`config.mk`:
```
export PLATFORM = sky130hd
export DESIGN_NAME = adc_ltc1407a_ctrl_flat
export DESIGN_NICKNAME = d
export VERILOG_FILES = /design/src/rtl/adc_ltc1407a_ctrl_if.sv /design/src/rtl/adc_ltc1407a_ctrl.sv /design/src/flat_wrapper.sv
export SDC_FILE = /design/constraint.sdc
export NUM_CORES = 1
export LEC_CHECK = 0
export CORE_MARGIN = 3
export CORE_UTILIZATION = 54
export CTS_CLUSTER_DIAMETER = 50
export DETAILED_ROUTE_END_ITERATION = 8
export PLACE_DENSITY = 0.78
export SLEW_MARGIN = 10
export SYNTH_ARGS = -nofsm -noshare
export SYNTH_HDL_FRONTEND = slang
export SYNTH_SLANG_ARGS = --single-unit
```
`constraint.sdc`:
```
create_clock -name CLK -period 2.35 [get_ports CLK]
set_input_delay 0.235 -clock CLK [delete_from_list [all_inputs] [get_ports CLK]]
set_output_delay 0.235 -clock CLK [all_outputs]
set_load 0.02 [all_outputs]
```
`src/rtl/adc_ltc1407a_ctrl_if.sv`:
```
// Pin and handshake bundle between user logic, the SPI arbiter, the LTC1407A-1 and its sequencer.
// The master modport is the sequencer's view of the bundle.
interface adc_ltc1407a_ctrl_if;
  logic              start;
  logic              ready;
  logic              spi_req;
  logic              spi_gnt;
  logic              AD_CONV;
  logic              SPI_SCK;
  logic              ADC_OUT;
  logic signed [13:0] ch0;
  logic signed [13:0] ch1;
  logic              valid;

  modport master (
    input  start, spi_gnt, ADC_OUT,
    output ready, spi_req, AD_CONV, SPI_SCK, ch0, ch1, valid
  );

  modport slave (
    output start, spi_gnt, ADC_OUT,
    input  ready, spi_req, AD_CONV, SPI_SCK, ch0, ch1, valid
  );
endinterface

```
`src/rtl/adc_ltc1407a_ctrl.sv`:
```
// LTC1407A-1 sequencer: takes the shared SPI bus, strobes AD_CONV, clocks out 34 SCK periods
// and presents both 14-bit channels as two's-complement samples with a one-cycle valid pulse.
module adc_ltc1407a_ctrl #(
  parameter int SCK_HALF = 2,
  parameter int CONV_LEN = 2,
  parameter int LOGLEVEL = 5
) (
  input logic                CLK,
  input logic                RST,
  adc_ltc1407a_ctrl_if.master bus
);

  localparam int CMAX = (SCK_HALF > CONV_LEN) ? SCK_HALF : CONV_LEN;
  localparam int CW   = (CMAX > 1) ? $clog2(CMAX) : 1;
  localparam logic [CW-1:0] SCK_LAST  = CW'(SCK_HALF - 1);
  localparam logic [CW-1:0] CONV_LAST = CW'(CONV_LEN - 1);

  if (SCK_HALF < 1 || CONV_LEN < 1 || LOGLEVEL < 0) begin : g_param_check
    $error("adc_ltc1407a_ctrl: SCK_HALF and CONV_LEN must be >= 1, LOGLEVEL >= 0");
  end

  typedef enum logic [2:0] {IDLE, REQ, CONV, SHIFT, DONE} state_t;

  state_t             state_q, state_d;
  logic [CW-1:0]      cnt_q, cnt_d;
  logic [5:0]         bit_q, bit_d;
  logic [33:0]        sr_q, sr_d;
  logic               ready_q, ready_d;
  logic               req_q, req_d;
  logic               conv_q, conv_d;
  logic               sck_q, sck_d;
  logic signed [13:0] ch0_q, ch0_d;
  logic signed [13:0] ch1_q, ch1_d;
  logic               valid_q, valid_d;

  always_ff @(posedge CLK or posedge RST) begin
    if (RST) begin
      state_q <= IDLE;
      cnt_q   <= '0;
      bit_q   <= '0;
      sr_q    <= '0;
      ready_q <= 1'b1;
      req_q   <= 1'b0;
      conv_q  <= 1'b0;
      sck_q   <= 1'b0;
      ch0_q   <= '0;
      ch1_q   <= '0;
      valid_q <= 1'b0;
    end else begin
      state_q <= state_d;
      cnt_q   <= cnt_d;
      bit_q   <= bit_d;
      sr_q    <= sr_d;
      ready_q <= ready_d;
      req_q   <= req_d;
      conv_q  <= conv_d;
      sck_q   <= sck_d;
      ch0_q   <= ch0_d;
      ch1_q   <= ch1_d;
      valid_q <= valid_d;
    end
  end

  always_comb begin
    state_d = state_q;
    cnt_d   = cnt_q;
    bit_d   = bit_q;
    sr_d    = sr_q;
    ready_d = ready_q;
    req_d   = req_q;
    conv_d  = conv_q;
    sck_d   = sck_q;
    ch0_d   = ch0_q;
    ch1_d   = ch1_q;
    valid_d = 1'b0;

    // Losing the grant mid-transfer abandons the frame; the samples keep their old values.
    if ((state_q == CONV || state_q == SHIFT) && !bus.spi_gnt) begin
      state_d = IDLE;
      cnt_d   = '0;
      bit_d   = '0;
      ready_d = 1'b1;
      req_d   = 1'b0;
      conv_d  = 1'b0;
      sck_d   = 1'b0;
    end else begin
      unique case (state_q)
        IDLE: if (bus.start) begin
          state_d = REQ;
          req_d   = 1'b1;
          ready_d = 1'b0;
        end
        REQ: if (bus.spi_gnt) begin
          state_d = CONV;
          conv_d  = 1'b1;
          cnt_d   = '0;
        end
        CONV: if (cnt_q == CONV_LAST) begin
          state_d = SHIFT;
          conv_d  = 1'b0;
          cnt_d   = '0;
          bit_d   = '0;
        end else begin
          cnt_d = cnt_q + 1'b1;
        end
        SHIFT: if (cnt_q == SCK_LAST) begin
          cnt_d = '0;
          sck_d = ~sck_q;
          // Sample on the rising SCK edge; the bit counter advances on each falling edge.
          if (!sck_q) begin
            sr_d = {sr_q[32:0], bus.ADC_OUT};
          end else if (bit_q == 6'd33) begin
            state_d = DONE;
          end else begin
            bit_d = bit_q + 1'b1;
          end
        end else begin
          cnt_d = cnt_q + 1'b1;
        end
        DONE: begin
          ch0_d   = $signed(sr_q[31:18]);
          ch1_d   = $signed(sr_q[15:2]);
          valid_d = 1'b1;
          req_d   = 1'b0;
          ready_d = 1'b1;
          state_d = IDLE;
        end
        default: state_d = IDLE;
      endcase
    end
  end

  assign bus.ready   = ready_q;
  assign bus.spi_req = req_q;
  assign bus.AD_CONV = conv_q;
  assign bus.SPI_SCK = sck_q;
  assign bus.ch0     = ch0_q;
  assign bus.ch1     = ch1_q;
  assign bus.valid   = valid_q;

endmodule

```
`src/flat_wrapper.sv`:
```
// flat-port wrapper written by rule: the top's interface ports become plain ports
module adc_ltc1407a_ctrl_flat 
#(
  parameter int SCK_HALF = 2,
  parameter int CONV_LEN = 2,
  parameter int LOGLEVEL = 5
)
  (CLK, RST, bus_start, bus_spi_gnt, bus_ADC_OUT, bus_ready, bus_spi_req, bus_AD_CONV, bus_SPI_SCK, bus_ch0, bus_ch1, bus_valid);
  adc_ltc1407a_ctrl_if bus_i ();
  input logic CLK;
  input logic RST;
  input wire logic [$bits(bus_i.start)-1:0] bus_start;
  input wire logic [$bits(bus_i.spi_gnt)-1:0] bus_spi_gnt;
  input wire logic [$bits(bus_i.ADC_OUT)-1:0] bus_ADC_OUT;
  output wire logic [$bits(bus_i.ready)-1:0] bus_ready;
  output wire logic [$bits(bus_i.spi_req)-1:0] bus_spi_req;
  output wire logic [$bits(bus_i.AD_CONV)-1:0] bus_AD_CONV;
  output wire logic [$bits(bus_i.SPI_SCK)-1:0] bus_SPI_SCK;
  output wire logic [$bits(bus_i.ch0)-1:0] bus_ch0;
  output wire logic [$bits(bus_i.ch1)-1:0] bus_ch1;
  output wire logic [$bits(bus_i.valid)-1:0] bus_valid;
  assign bus_i.start = bus_start;
  assign bus_i.spi_gnt = bus_spi_gnt;
  assign bus_i.ADC_OUT = bus_ADC_OUT;
  assign bus_ready = bus_i.ready;
  assign bus_spi_req = bus_i.spi_req;
  assign bus_AD_CONV = bus_i.AD_CONV;
  assign bus_SPI_SCK = bus_i.SPI_SCK;
  assign bus_ch0 = bus_i.ch0;
  assign bus_ch1 = bus_i.ch1;
  assign bus_valid = bus_i.valid;
  adc_ltc1407a_ctrl #(.SCK_HALF(SCK_HALF), .CONV_LEN(CONV_LEN), .LOGLEVEL(LOGLEVEL)) u_core (.CLK(CLK), .RST(RST), .bus(bus_i));
endmodule
```
==> results of run 1 <==
==> sequential cells by signal (all words and copies together) (netlist names) <==
name	count
u_core.state_q	3
u_core.sr_q	32
u_core.bus.SPI_SCK	1
u_core.bus.valid	1
u_core.bus.ch1	14
u_core.bus.AD_CONV	1
u_core.bus.ready	1
u_core.bus.ch0	14
u_core.bit_q	6
u_core.bus.spi_req	1
u_core.cnt_q	1
==> area by class of cell <==
class                      count  area (µm²)
clock inverter                 7        68.8
fill                         384        1570
sequential                    75        1880
tap                           70        87.6
inverter                       6        22.5
multi-input combinational    122        1080
clock buffer                   9         124
timing repair buffer          43         440
==> cell usage in the layout (no fill, tap or decap), drive strengths merged, types with 2 or more instances in the layout <==
cell / count
nor3: 3
inv: 6
clkinv: 4
nand2: 6
nand2b: 4
clkinvlp: 2
clkdlybuf4s50: 37
clkbuf: 9
a21oi: 4
nand4: 2
mux2: 60
dfrtp: 74
a31oi: 2
buf: 6
or4: 2
o31ai: 2
o21ai: 12
ha: 2
nand3: 3
nor2: 5
nor4: 2
==> synth_stat cells <==
| cell type | count |
|---|---|
| a22o_1 | 1 |
| dfstp_2 | 1 |
| nor4b_1 | 1 |
| dfrtp_1 | 74 |
| a31oi_1 | 2 |
| a211oi_1 | 1 |
| nand2_1 | 6 |
| or4_1 | 2 |
| clkbuf_1 | 1 |
| nor3b_4 | 1 |
| o22ai_1 | 1 |
| buf_6 | 3 |
| nor2b_1 | 1 |
| o2111ai_1 | 1 |
| and3_1 | 1 |
| mux2i_1 | 1 |
| nand4_1 | 2 |
| buf_2 | 7 |
| inv_1 | 6 |
| a221oi_1 | 1 |
| nor4_1 | 2 |
| a21boi_0 | 1 |
| ha_1 | 2 |
| mux2_2 | 60 |
| nor3_1 | 3 |
| nand2b_1 | 4 |
| a21oi_1 | 4 |
| o21ai_0 | 12 |
| nand3_1 | 3 |
| nand4b_4 | 1 |
| nor2_1 | 5 |
| or3_1 | 1 |
| o31ai_1 | 2 |
==> where the power goes <==
group          switching [mW]  internal [mW]  total [mW]
sequential              0.117           1.37        1.49
combinational           0.192          0.176       0.369
clock                   0.466          0.486       0.952
==> logic make-up after synthesis <==
family,Yosys count,synth area share
compound gates,26,0.0509
buf+inv,17,0.0312
simple gates,33,0.0678
flops,75,0.617
mux,61,0.225
fa+ha+maj,2,0.00822
==> how the worst min path moves through the flow <==
| stage | cells past startpoint | slack, ns | end |
|---|---|---|---|
| final | 2 | 0.21 | u_core.bus.ch1[2] |
| after CTS | 2 | 0.21 | u_core.bus.ch1[5] |
| after global routing | 2 | 0.23 | u_core.bus.ch1[4] |
| after detailed placement | 1 | 0.49 | u_core.bus.ch0[13] |
| after floorplan | 1 | 0.39 | u_core.sr_q[0] |
| after global placement | 1 | 0.49 | u_core.sr_q[16] |
==> through the flow <==
step                      instances  setup WS (ns)  cell area, µm²
after floorplan                 214          0.207            3050
after global placement          316          0.372            3510
after detailed placement        316          0.357            3510
after CTS                       332          0.525            3700
after global routing            332          0.430            3700
final                           332          0.523            3700
==> critical path, cell delays in order, from the launching register on <==
cell and delay, ns:
dfrtp_1 0.63, nand4b_4 0.21, nor3b_4 0.27, buf_12 0.23
mux2_2 0.37
==> per-layer routing <==
metal	share of wire	wire, µm	track usage	up-vias
met5	0	0	0	-
met4	0.012	60	0.0676	0
met3	0.043	218	0.0521	7
met2	0.47	2410	0.278	33
met1	0.47	2410	0.240	915
li1	-	-	-	848
==> reports/results.ini, run 1 <==
[clocking]
clkTransAtPathRegs_ns = 0.08
cts_resized = 0
cts-root-buf = clkbuf_8
cts_tree = built
postCtsHoldBufs = 0
clk_latency_ns = 0.34
post_cts_buffers = 0
numCtsBuffers = 9
clock-sinks = 75
clockBufferDepth = 2
cts.htree.levels = 3

[timing]
tightest_slew_ns = 0.540
whs_ns = 0.207
clock_skew_ns = 0.00924
setup_violations = 0
setup-tns-final_ns = 0
fin_crit_ns = 1.83
rsz0062_at_grt = false
min_period_over_period = 0.778
hold_viol_final = 0
fmax_ghz = 0.547
slew_violations = 0
max_slew_margin = 0.640

[logic_synthesis]
syn_area_per_cell_um2 = 14.2
netlist_instances = 214
yosys.area.top_type_share = 0.608
yosysTopAreaCell = dfrtp_1
syn_area_mm2 = 0.00305
ys_seq_area_frac = 0.617
ys_types = 33
ys_warn_count = 0
ys_ff_latch = 75
syn_nets = 221
synthTopCellsByArea = dfrtp_1, mux2_2, o21ai_0

[hold_path]
hp-class = in -> async

[die]
core_mm2 = 0.00527
start_util = 0.578
ios = 38
die-area_mm2 = 0.00658
rows = 26
die-height_um = 81.1
fp.dieW_um = 81.1

[final_layout]
area_delta_synth_final_pct = 21.4
n_antenna_cell = 0
fin_nets = 264
final_util = 0.702
drive_gt1_frac = 0.332

[placed_design]
gp_congestion = 0.882
io_buffer_count = 37
dp_hpwl_mm = 3.38

[worst_setup_path]
arrival_ns = 2.04
crit_end = u_core.sr_q[6]
r2r_slack_ns = 0.52
required_ns = 2.57
crit_path_end_kind = register
reg2reg_depth = 4
criticalPathCategory = reg -> reg
crit_start = u_core.state_q[1]
timing.rr.end = u_core.sr_q[6]
r2r_start = u_core.state_q[1]
cp-start-kind = register
cp_max_fo = 33

[job]
cap_viol_max_count = 0

[route]
wl_mm = 5.10
drc = 0
wire_per_inst_um = 15.4
num_vias = 1803
via_per_inst = 5.43
drt-pass1-iter-count = 4
antenna_left = 0
first_iter_violations = 82

[global_routing]
grt_start_max_net_pins = 42
grt_pass1_vias = 1839
grt_pass1_wl_mm = 8.92
grt_overflow = 0
antenna_found_initial = 0
grtUsageTotal = 0.179

[pwr]
p_leak_nw = 1.77
power_mw = 2.81
power.density_mw_per_mm2 = 760
ir_drop_uv = 566

[run_status]
status = complete, no violations

(Power assumes the default switching activity.)
==> run 2, diff against run 1 <==
--- a/config.mk
+++ b/config.mk
@@ -6,10 +6,10 @@
 export NUM_CORES = 1
 export LEC_CHECK = 0
 export CORE_MARGIN = 3
-export CORE_UTILIZATION = 54
+export CORE_UTILIZATION = 49
 export CTS_CLUSTER_DIAMETER = 50
 export DETAILED_ROUTE_END_ITERATION = 8
-export PLACE_DENSITY = 0.78
+export PLACE_DENSITY = 0.75
 export SLEW_MARGIN = 10
 export SYNTH_ARGS = -nofsm -noshare
 export SYNTH_HDL_FRONTEND = slang
==> constraint.sdc (replaced) <==
create_clock -name CLK -period 1.6 [get_ports CLK]
set_input_delay 0.16 -clock CLK [delete_from_list [all_inputs] [get_ports CLK]]
set_output_delay 0.16 -clock CLK [all_outputs]
set_load 0.02 [all_outputs]
==> run 2 against run 1 <==
Effect of this change: sequential share of layout area shrank 1.3 points; total power grew 47%; utilization shrank 6.4 points; global-route usage shrank 1.4 points; first-iteration DRC count shrank 3.7%; hold slack lost 0.081 ns; largest cell class unchanged; largest power group unchanged; highest routed layer unchanged.
==> reports/results.ini, run 2 (synthesized netlist as in run 1, its figures left out) <==
[run_status]
status = complete, no violations

[global_routing]
grt_pass1_vias = 1972  ; +7.2%
grtUsageTotal = 0.165  ; -0.0135
grt_start_max_net_pins = 34  ; -19%
antenna_found_initial = 0  ; unchanged
grt_pass1_wl_mm = 9.35  ; +4.8%
grt_overflow = 0  ; unchanged

[clocking]
postCtsHoldBufs = 0  ; unchanged
cts.htree.levels = 3  ; unchanged
cts-root-buf = clkbuf_8
numCtsBuffers = 9  ; unchanged
clkTransAtPathRegs_ns = 0.08  ; about the same
cts_tree = built
clock-sinks = 75  ; unchanged
clockBufferDepth = 2  ; unchanged
clk_latency_ns = 0.34  ; about the same

[worst_setup_path]
crit_path_end_kind = register
cp-start-kind = register
arrival_ns = 1.76  ; -0.28 ns
criticalPathCategory = reg -> reg
required_ns = 1.83  ; -0.74 ns
cp_max_fo = 33  ; unchanged

[pwr]
p_leak_nw = 1.83  ; +3.2%
ir_drop_uv = 661  ; +17%
power_mw = 4.12  ; +47%
power.density_mw_per_mm2 = 1080  ; +43%

[timing]
fmax_ghz = 0.650  ; +19%
setup-tns-final_ns = 0  ; unchanged
setup_violations = 0  ; unchanged
slew_violations = 0  ; unchanged
rsz0062_at_grt = true
tightest_slew_ns = 0.353  ; -0.186 ns
clock_skew_ns = 0.0101  ; +0.000836 ns
min_period_over_period = 0.961  ; +0.183
max_slew_margin = 0.762  ; +0.122
hold_viol_final = 0  ; unchanged
fin_crit_ns = 1.54  ; -0.290 ns

[final_layout]
drive_gt1_frac = 0.368  ; +0.0356
multi_input_area_mm2 = 0.00108  ; +0.47%
finalNonFillerCells = 347  ; +4.5%
top_register = u_core.sr_q
largest_reg_flops = 32  ; unchanged
mostFrequentLayoutCell = dfrtp_1
fin_area_mm2 = 0.00380  ; +2.7%
seq_area_mm2 = 0.00188  ; +0.13%
fin_nets = 274  ; +3.8%
area_delta_synth_final_pct = 24.8
fillers = 464  ; +21%
most-common-layout-cells = dfrtp_1, mux2_2, clkdlybuf4s50_1, o21ai_0, buf_4
n_antenna_cell = 0  ; unchanged

[die]
start_util = 0.511  ; -0.0665
core_mm2 = 0.00596  ; +13%
fp.dieW_um = 84.8  ; +4.6%
die-height_um = 84.8  ; +4.6%
die-area_mm2 = 0.00720  ; +9.4%
rows = 28  ; +7.7%
ios = 38  ; unchanged

[route]
wl_mm = 5.29  ; +3.6%
wire_per_inst_um = 15.2  ; -0.83%
num_vias = 1837  ; +1.9%
antenna_left = 0  ; unchanged
via_per_inst = 5.29  ; -2.5%
drt-pass1-iter-count = 4  ; unchanged
drc = 0  ; unchanged
first_iter_violations = 79  ; -3.7%

[placed_design]
gp_congestion = 0.835  ; -5.4%
placed_area_mm2 = 0.00362  ; +3.1%
dp_hpwl_mm = 3.55  ; +5.1%
io_buffer_count = 37  ; unchanged
dp_cells = 331  ; +4.7%

[hold_path]
hp-class = in -> async

[job]
cap_viol_max_count = 0  ; unchanged

[run 2: per-stage QoR]
stage	worst slack, ns	util	hold WS (ns)
after CTS	0.00602	0.637	0.113
after global placement	-0.148	0.607	0.482
after detailed placement	-0.213	0.607	0.494
final	0.0627	0.638	0.125
after floorplan	-0.0478	-	0.312
after global routing	-0.0149	0.638	0.135
[run 2: worst paths after layout]
path	start	endpoint	slack, ns	depth (start not counted)
worst max-delay path	u_core.state_q[0]	u_core.sr_q[14]	0.06	4
worst min-delay path	RST	u_core.state_q[2]	0.13	2
worst max register to register	u_core.state_q[0]	u_core.sr_q[14]	0.06	4
worst min register to register	u_core.bus.ch0[12]	u_core.bus.ch0[12]	0.51	1
max in group asynchronous	RST	u_core.bus.ch1[5]	1.02	3
min in group CLK	bus_ADC_OUT	u_core.sr_q[0]	0.46	2
[run 2: routing by layer]
layer,wire [µm],track usage,vias up
met1,2440,0.219,906
li1,-,-,874
met5,0,0,-
met3,212,0.0311,11
met4,140,0.0906,0
met2,2500,0.260,46
[run 2: worst max-delay path, cell delays in order, from the launching register on]
cell and delay (ns):
dfrtp_2 0.44, nand4b_4 0.14, nor3b_4 0.23, buf_12 0.23, mux2_2 0.36
[run 2: report_power, final]
| group | total (mW) | leakage (nW) | switching, mW | internal [mW] |
|---|---|---|---|---|
| Clock | 1.31 | 0.0949 | 0.669 | 0.636 |
| Combinational | 0.660 | 0.702 | 0.354 | 0.306 |
| Sequential | 2.15 | 1.03 | 0.133 | 2.02 |
[run 2: what timing repair did]
action,in CTS,in global routing
setup endpoints to repair,7,35
pin swaps,0,0
cloned,0,0
gates resized for setup,3,2
setup buffers,0,0
endpoints found under the hold margin,0,0
[run 2: layout make-up]
class / count / share of cell area
sequential: 75 / 0.495
multi-input combinational: 122 / 0.285
timing repair buffer: 53 / 0.142
clock buffer: 11 / 0.0398
tap: 75 / 0.0247
clock inverter: 5 / 0.00724
inverter: 6 / 0.00691
